**config.mk**
```make
export PLATFORM = sky130hd
export DESIGN_NAME = shift_right_seq
export DESIGN_NICKNAME = d
export VERILOG_FILES = /design/src/rtl/datapath_pkg.sv /design/src/rtl/shift_right1.sv /design/src/rtl/shift_right_seq.sv
export SDC_FILE = /design/constraint.sdc
export NUM_CORES = 1
export LEC_CHECK = 0
export CORE_MARGIN = 2
export CORE_UTILIZATION = 50
export CTS_CLUSTER_DIAMETER = 60
export DETAILED_ROUTE_END_ITERATION = 8
export PLACE_DENSITY = 0.76
export SLEW_MARGIN = 20
export SYNTH_ARGS = -nofsm -noshare
export SYNTH_HDL_FRONTEND = slang
export SYNTH_SLANG_ARGS = --single-unit
```
**constraint.sdc**
```tcl
create_clock -name Clk -period 2.7 [get_ports Clk]
set_input_delay 0.27 -clock Clk [delete_from_list [all_inputs] [get_ports Clk]]
set_output_delay 0.27 -clock Clk [all_outputs]
set_load 0.005 [all_outputs]
```
**src/rtl/datapath_pkg.sv**
```systemverilog
// Shared datapath definitions: operand widths and the
// multi-cycle shifter state encoding.
package datapath_pkg;

    localparam int WIDTH   = 32;
    localparam int SHAMT_W = 5;

    typedef enum logic [1:0] {
        IDLE  = 2'd0,
        SHIFT = 2'd1,
        DONE  = 2'd2
    } state_t;

endpackage

```
**src/rtl/shift_right1.sv**
```systemverilog
// Single-bit right-shift step with logical or sign fill.
// Purely combinational; sequenced by shift_right_seq.
module shift_right1 #(
    parameter int WIDTH = datapath_pkg::WIDTH
) (
    input  logic [WIDTH-1:0] in,
    input  logic             arith,
    output logic [WIDTH-1:0] out
);

    logic fill;

    assign fill = arith & in[WIDTH-1];
    assign out  = {fill, in[WIDTH-1:1]};

endmodule

```
**src/rtl/shift_right_seq.sv**
```systemverilog
// Multi-cycle right shifter: one bit per clock, start/busy/done
// handshake so the controller can stall while a shift is in flight.
module shift_right_seq #(
    parameter int WIDTH   = datapath_pkg::WIDTH,
    parameter int SHAMT_W = datapath_pkg::SHAMT_W
) (
    input  logic               Clk,
    input  logic               Reset,
    input  logic               start,
    input  logic [WIDTH-1:0]   in,
    input  logic [SHAMT_W-1:0] shamt,
    input  logic               arith,
    output logic               busy,
    output logic               done,
    output logic [WIDTH-1:0]   out
);

    import datapath_pkg::*;

    state_t             state;
    state_t             state_nxt;
    logic [WIDTH-1:0]   sreg;
    logic [WIDTH-1:0]   step;
    logic [SHAMT_W-1:0] cnt;
    logic               mode;
    logic               last;

    shift_right1 #(
        .WIDTH(WIDTH)
    ) u_step (
        .in   (sreg),
        .arith(mode),
        .out  (step)
    );

    assign last = (cnt == SHAMT_W'(1));
    assign busy = (state != IDLE);
    assign done = (state == DONE);

    always_comb begin
        state_nxt = state;
        unique case (state)
            IDLE: begin
                if (start) begin
                    state_nxt = (shamt == '0) ? DONE : SHIFT;
                end
            end
            SHIFT: begin
                if (last) begin
                    state_nxt = DONE;
                end
            end
            DONE:    state_nxt = IDLE;
            default: state_nxt = IDLE;
        endcase
    end

    // out is loaded on the edge that enters DONE, so it is
    // valid during the done pulse and held afterwards.
    always_ff @(posedge Clk) begin
        if (Reset) begin
            state <= IDLE;
            sreg  <= '0;
            cnt   <= '0;
            mode  <= 1'b0;
            out   <= '0;
        end else begin
            state <= state_nxt;
            case (state)
                IDLE: begin
                    if (start) begin
                        sreg <= in;
                        cnt  <= shamt;
                        mode <= arith;
                        if (shamt == '0) begin
                            out <= in;
                        end
                    end
                end
                SHIFT: begin
                    sreg <= step;
                    cnt  <= cnt - SHAMT_W'(1);
                    if (last) begin
                        out <= step;
                    end
                end
                default: begin
                end
            endcase
        end
    end

endmodule

```
==> key figures, run 1 <==
Synthesis
  – Mapped cell area: ~0.0032 mm2
  – Async S/R FF share, synth: 0%
  – Post-synth EDFFs: 0
  – Avg Synthesized Cell Area: approximately 9.6 um2
  – YS warnings: 0
  – #FFs+latches synth: a little over 70
  – Area contributors post-synth: dfxtp_1, mux2i_1, nor2_1
  – Biggest area consumer among synthesized cells: dfxtp_1
  – Share of the synthesized area in the top cell type: between 40% and 50%
  – Synth unique cells: 35
  – Post-synthesis sequential area ratio: 43.9%
  – Dominant synthesized flop cell: dfxtp_1
  – Synth Instances: between 300 and 400
  – Post-Syn Nets: between 300 and 400

Timing
  – Slew HR: 45.3%
  – Hold Vio Cnt, Final: 0
  – Maximum clock rate: 539 MHz
  – Setup TNS: 0 ps
  – Final slew viol count: 0
  – Setup Skew: 5.63 ps
  – Fin crit share: 68.7%
  – RSZ-0062 raised after global routing: no
  – Final setup viols: 0
  – Slew @ Worst Pin: between 800 and 900 ps
  – Fin crit period: roughly 1900 ps

Pwr
  – Leak: 1.77 nW
  – Gate power share: a little under a quarter
  – Sequential share of power: 46.0%
  – Power Density: 633 mW/mm2
  – Clock network fraction of design power: a little under a third
  – Switching Fraction: 27.5%
  – P_int: roughly 1.9 mW
  – Worst vdd ir: 0.491 mV
  – Net Switching: 732 uW

Cells and area
  – Layout area overhead: 29.7%
  – Layout Nets: 443
  – Multi-input logic area: 0.00167 mm2
  – Fillers: around 540
  – Register area: 0.00142 mm2
  – Number of antenna diodes: 0
  – Fin cells: 482
  – Layout cell share with drive strength beyond 1: between 10 and 15%

Floorplan
  – Ports: 75
  – Chip Width: 84.5 um
  – Die Ht: 84.5 um
  – Die area: 0.00714 mm2
  – Starting Density: between 50% and 60%
  – # rows: 29
  – Floorplan core area: 0.00631 mm2

Clock tree
  – Clk root buf: clkbuf_8
  – Clock latency on the worst-skew pair: 330 ps
  – Bufs on Longest Clock Path: 2
  – Cts bufs inserted: 9
  – Post-CTS Hold Buffers: 0
  – CTS tree: built
  – CTS resizes: 0
  – Sink Count: 71
  – Setup Fix Bufs, Post-CTS: 0
  – H-tree depth: 3
  – Worst-path clk slew: ~70 ps

Drt
  – WL final: 6.57 mm
  – Drt drc: 0
  – Initial drt markers: 99
  – Routed len/inst: 13.6 um
  – 1st-pass router iterations: 4
  – Routed length on met3: 330 um
  – Uppermost routed layer: met4
  – Met1 WL: 3.10 mm
  – DR vias/cell: 5.14
  – Antenna Nets Post-Route: 0
  – Met2 Routed Length: 3.11 mm
  – Vias: around 2500

GRT
  – Vias in the first global route: 2375
  – Gr usage total: between 10% and 20%
  – Total grt overflow: 0
  – First-pass GRT wire length: ~11 mm
  – Antenna violations before repair: 0
  – Largest net degree at the start of global routing: 78

Worst setup path
  – Critical path endpoint category: flip-flop
  – Reg2reg path depth: 5
  – R2r setup slk: between 800 and 900 ps
  – CP Launch Type: flip-flop
  – Reg2Reg Capture Point: out[18]$_SDFFE_PP0P_
  – CP arrival: roughly 2100 ps
  – Worst reg2reg startpoint: state[1]$_SDFFE_PP0P_
  – CP required: 2920 ps
  – Crit path max fanout: 21
  – Setup Crit Path Kind: flip-flop to flip-flop

Hold path
  – Worst Hold Class: input port to flip-flop
  – Hold Crit Start: Reset
  – Worst hold stages: 2
  – Worst hold endpoint: sreg[6]$_SDFFE_PP0P_

Place
  – Post-Place Cells: 466
  – DP HPWL: 4.41 mm
  – Gpl congestion: 0.826
  – Buffers on Ports: 74

Status
  – Outcome: complete, no violations

Flow run
  – Max cap viols: 0
==> cell usage after synthesis (2+ instances only) <==
cell type and instances:
nor3_1 2, nor2_1 67, a2bb2oi_1 2, nand2_1 9
a21oi_1 6, inv_1 4, nand3_1 3, ha_1 2
buf_4 3, mux2_2 21, nor2b_1 35, a211oi_1 31
mux2_4 10, mux2i_1 30, dfxtp_1 71, clkbuf_1 15
o21ai_0 2, buf_2 4, buf_6 3
==> cell families after synthesis <==
group | Yosys count | synth area share [%]
adders and majority gates | 2 | 0.772
buffers and inverters | 30 | 4.67
muxes | 62 | 21.6
xor gates and xnor gates | 1 | 0.270
DFF | 71 | 43.9
and+or+nand+nor | 121 | 17.5
AOI/OAI and AO/OA | 49 | 11.4
==> worst max-delay path by stage <==
stage                                     start                    to  slack [ps]  cells past startpoint
after detailed placement               shamt[3]   out[8]$_SDFFE_PP0P_         620                      6
final                     state[1]$_SDFFE_PP0P_  out[18]$_SDFFE_PP0P_         840                      5
after CTS                 state[1]$_SDFFE_PP0P_  out[18]$_SDFFE_PP0P_         820                      5
after floorplan             cnt[1]$_SDFFE_PP0P_   out[0]$_SDFFE_PP0P_        1060                      6
after global routing      state[1]$_SDFFE_PP0P_  out[18]$_SDFFE_PP0P_         730                      5
after global placement                 shamt[3]  out[13]$_SDFFE_PP0P_         690                      6
==> state kept, by name (all words and copies together) (netlist names) <==
| signal | count |
|---|---|
| sreg | 31 |
| out | 32 |
| mode | 1 |
| cnt | 5 |
| state | 2 |
==> layer usage <==
| metal | track usage [%] | up-vias |
|---|---|---|
| met4 | 4.76 | 0 |
| met3 | 6.78 | 4 |
| met2 | 30.6 | 58 |
| met5 | 0 | - |
| met1 | 25.0 | 1124 |
| li1 | - | 1290 |
==> layout by cell type (no fill, tap or decap), types with 2 or more instances in the layout <==
cell,instances
dfxtp_1,71
nand3_1,3
mux2_4,10
clkbuf_8,10
buf_12,3
a2bb2oi_1,2
a21oi_1,6
nor2_1,67
nand2_1,9
inv_1,4
nor2b_1,35
a211oi_1,31
mux2i_1,30
mux2_2,21
buf_4,2
o21ai_0,2
clkbuf_1,2
ha_1,2
clkdlybuf4s50_1,73
nor3_1,2
clkinv_2,3
==> final cells by class <==
class                           count  area share (%)
Clock buffer                       12            3.45
Clock inverter                      4            1.07
Inverter                            4           0.357
Multi-Input combinational cell    235            39.7
Sequential cell                    71            33.8
Tap cell                           77            2.29
Timing Repair Buffer               79            19.3
==> metrics by stage <==
step	setup slack [ps]	cell area (um2)	hold slack [ps]	util [%]	power, mW
6_report	844	4200	453	66.6	2.66
5_1_grt	732	4200	479	66.6	2.82
4_1_cts	819	4200	436	66.6	2.69
3_5_place_dp	622	4010	469	63.6	1.86
3_3_place_gp	687	4010	459	63.6	1.85
2_1_floorplan	1060	3240	409	-	1.66
==> power groups by stage <==
stage | Clock, mW | Combinational, mW | Sequential (mW)
after global routing | 0.902 | 0.678 | 1.24
after global placement | 0 | 0.607 | 1.24
after CTS | 0.846 | 0.621 | 1.22
after detailed placement | 0 | 0.618 | 1.25
after floorplan | 0 | 0.428 | 1.23
final | 0.822 | 0.614 | 1.22
==> critical path, stage by stage, from the launching register on <==
cell	delay, ps
dfxtp_1	400
nand2b_2	430
buf_12	250
mux2i_1	290
nor2_1	80
mux2_2	280
Power figures use the tool's default switching activity.
==> inputs of run 2 (changes only) <==
Clock period 2.7 ns to 1.8 ns, I/O delays scaled along.
==> key figures, run 2 (synthesis results as in run 1) <==
Place
  – DP Worst Slack: -188 ps (-810 ps)
  – Buffers on Ports: 74 (unchanged)
  – Gpl congestion: 0.824 (-0.17%)
  – DP HPWL: 4.34 mm (-1.6%)

Floorplan
  – # rows: 29 (unchanged)
  – Die area: 0.00714 mm2 (unchanged)
  – Die Ht: 84.5 um (unchanged)
  – Starting Density: 51.3% (unchanged)
  – Chip Width: 84.5 um (unchanged)
  – Floorplan core area: 0.00631 mm2 (unchanged)
  – Ports: 75 (unchanged)

Cells and area
  – Largest register FFs: 32 (unchanged)
  – Most flops, register: out
  – Number of antenna diodes: 0 (unchanged)
  – Fillers: 501 (-6.9%)
  – Layout Nets: 453 (+2.3%)
  – Layout cell share with drive strength beyond 1: 16.9% (+3.0 points)
  – Most common cell after layout, fill and taps aside: clkdlybuf4s50_1
  – Most frequent cells in the layout: clkdlybuf4s50_1, dfxtp_1, nor2_1
  – Layout area overhead: 34.8%
  – Regs by FF count: out: 32 flops, sreg: 31 flops, cnt: 5 flops

GRT
  – Total grt overflow: 0 (unchanged)
  – First-pass GRT wire length: 11.0 mm (about the same)
  – Antenna violations before repair: 0 (unchanged)
  – Vias in the first global route: 2376 (+0.042%)
  – Gr usage total: 19.2% (about the same)
  – Largest net degree at the start of global routing: 104 (+33%)

Drt
  – Vias: 2549 (+2.9%)
  – 1st-pass router iterations: 4 (unchanged)
  – Uppermost routed layer: met4
  – Routed length on met3: 326 um (-1.2%)
  – Met1 WL: 3.24 mm (+4.5%)
  – DR vias/cell: 5.18 (+0.86%)
  – Met2 Routed Length: 3.23 mm (+4.1%)
  – WL final: 6.93 mm (+5.5%)
  – Initial drt markers: 124 (+25%)
  – Drt drc: 0 (unchanged)
  – Antenna Nets Post-Route: 0 (unchanged)
  – Routed len/inst: 14.1 um (+3.4%)

Clock tree
  – Cts bufs inserted: 9 (unchanged)
  – Worst-path clk slew: 70 ps (about the same)
  – Bufs on Longest Clock Path: 2 (unchanged)
  – Clock latency on the worst-skew pair: 350 ps (+20 ps)
  – Post-CTS Hold Buffers: 0 (unchanged)
  – Sink Count: 71 (unchanged)
  – CTS tree: built
  – Clk root buf: clkbuf_8
  – H-tree depth: 3 (unchanged)

Status
  – Outcome: complete, no violations

Timing
  – Fin crit period: 1720 ps (-139 ps)
  – Hold slack: 356 ps (-96.3 ps)
  – Final slew viol count: 0 (unchanged)
  – Final worst setup slack: 83.7 ps (-761 ps)
  – Hold Vio Cnt, Final: 0 (unchanged)
  – Slew @ Worst Pin: 422 ps (-396 ps)
  – Setup Skew: 6.84 ps (+1.21 ps)
  – Final setup viols: 0 (unchanged)
  – Slew HR: 71.8% (+27 points)
  – Fin crit share: 95.4% (+27 points)
  – RSZ-0062 raised after global routing: no
  – Maximum clock rate: 583 MHz (+8.1%)

Pwr
  – Power Density: 975 mW/mm2 (+54%)
  – Leak: 1.86 nW (+4.8%)
  – Worst vdd ir: 0.542 mV (+11%)

Worst setup path
  – Critical path endpoint category: flip-flop
  – Crit path max fanout: 17 (-19%)
  – Crit path cell chain: nor2_2 > nand3b_2 > a211oi_4 > buf_4 > buf_12 > mux2_2
  – Delay-heaviest family, CP: buffers and inverters
  – CP required: 2030 ps (-890 ps)
  – CP Launch Type: flip-flop
  – CP peak stage delay: 350 ps (-80 ps)
  – CP bufs+invs: 2 (+1)
  – Slowest CP cell: dfxtp_1
  – Setup Crit Path Kind: flip-flop to flip-flop
  – CP arrival: 1950 ps (-130 ps)

Hold path
  – Worst Hold Class: input port to flip-flop

Flow run
  – Max cap viols: 0 (unchanged)
==> run 2: cell count changes in the layout (fill, tap and decap cells not counted), sizes merged <==
cell,before,now
clkinv,3,1
clkbuf,12,15
buf,6,15
==> run 2: routing by layer <==
layer / vias to the layer above / global-route usage (%)
met2: 62 / 31.2
li1: 1309 / -
met1: 1167 / 24.8
met4: 0 / 8.66
met5: - / 0
met3: 11 / 3.74
==> run 2: report_power, final <==
group / internal [mW] / leakage [nW] / switching [mW]
Sequential: 1.74 / 0.583 / 0.0993
Clock: 0.828 / 0.119 / 0.588
Combinational: 0.539 / 1.16 / 0.464
Total: 3.11 / 1.86 / 1.15
==> run 2: area by class of cell <==
type                       count  area, um2  share of cell area, %
multi-input combinational    235       1670                   38.3
clock inverter                 2       35.0                  0.803
clock buffer                  14        193                   4.41
tap                           77       96.3                   2.21
timing repair buffer          89        932                   21.4
inverter                       4       15.0                  0.344
sequential                    71       1420                   32.6
==> run 2: worst reg2reg max path: cells and delay by family (launching register included) <==
family          cells  cell delay [ps]
compound gates      1              210
buf+inv             2              360
simple gates        2              330
mux                 1              360
flops               1              350
==> run 2: per-stage QoR <==
stage	total power [mW]	area [um2]	std cells	util (%)	TNS (ps)
global route	4.46	4370	492	69.1	0
global placement	2.83	4090	473	64.8	-4390
floorplan	2.49	3240	336	-	0
CTS	4.25	4320	489	68.4	0
finish	4.26	4370	492	69.1	0
detailed placement	2.85	4090	473	64.8	-5110
==> run 2: timing repair <==
action,in CTS,in global routing
setup buffers,0,1
setup endpoints to repair,0,17
resized for setup,0,2
==> run 2: worst paths after layout <==
| kind | start | to | slack (ps) | cells after the start |
|---|---|---|---|---|
| min | Reset | cnt[3]$_SDFFE_PP0P_ | 360 | 3 |
| min reg2reg | cnt[1]$_SDFFE_PP0P_ | cnt[1]$_SDFFE_PP0P_ | 470 | 2 |
| max | cnt[2]$_SDFFE_PP0P_ | out[10]$_SDFFE_PP0P_ | 80 | 6 |
| max reg2reg | cnt[2]$_SDFFE_PP0P_ | out[10]$_SDFFE_PP0P_ | 80 | 6 |
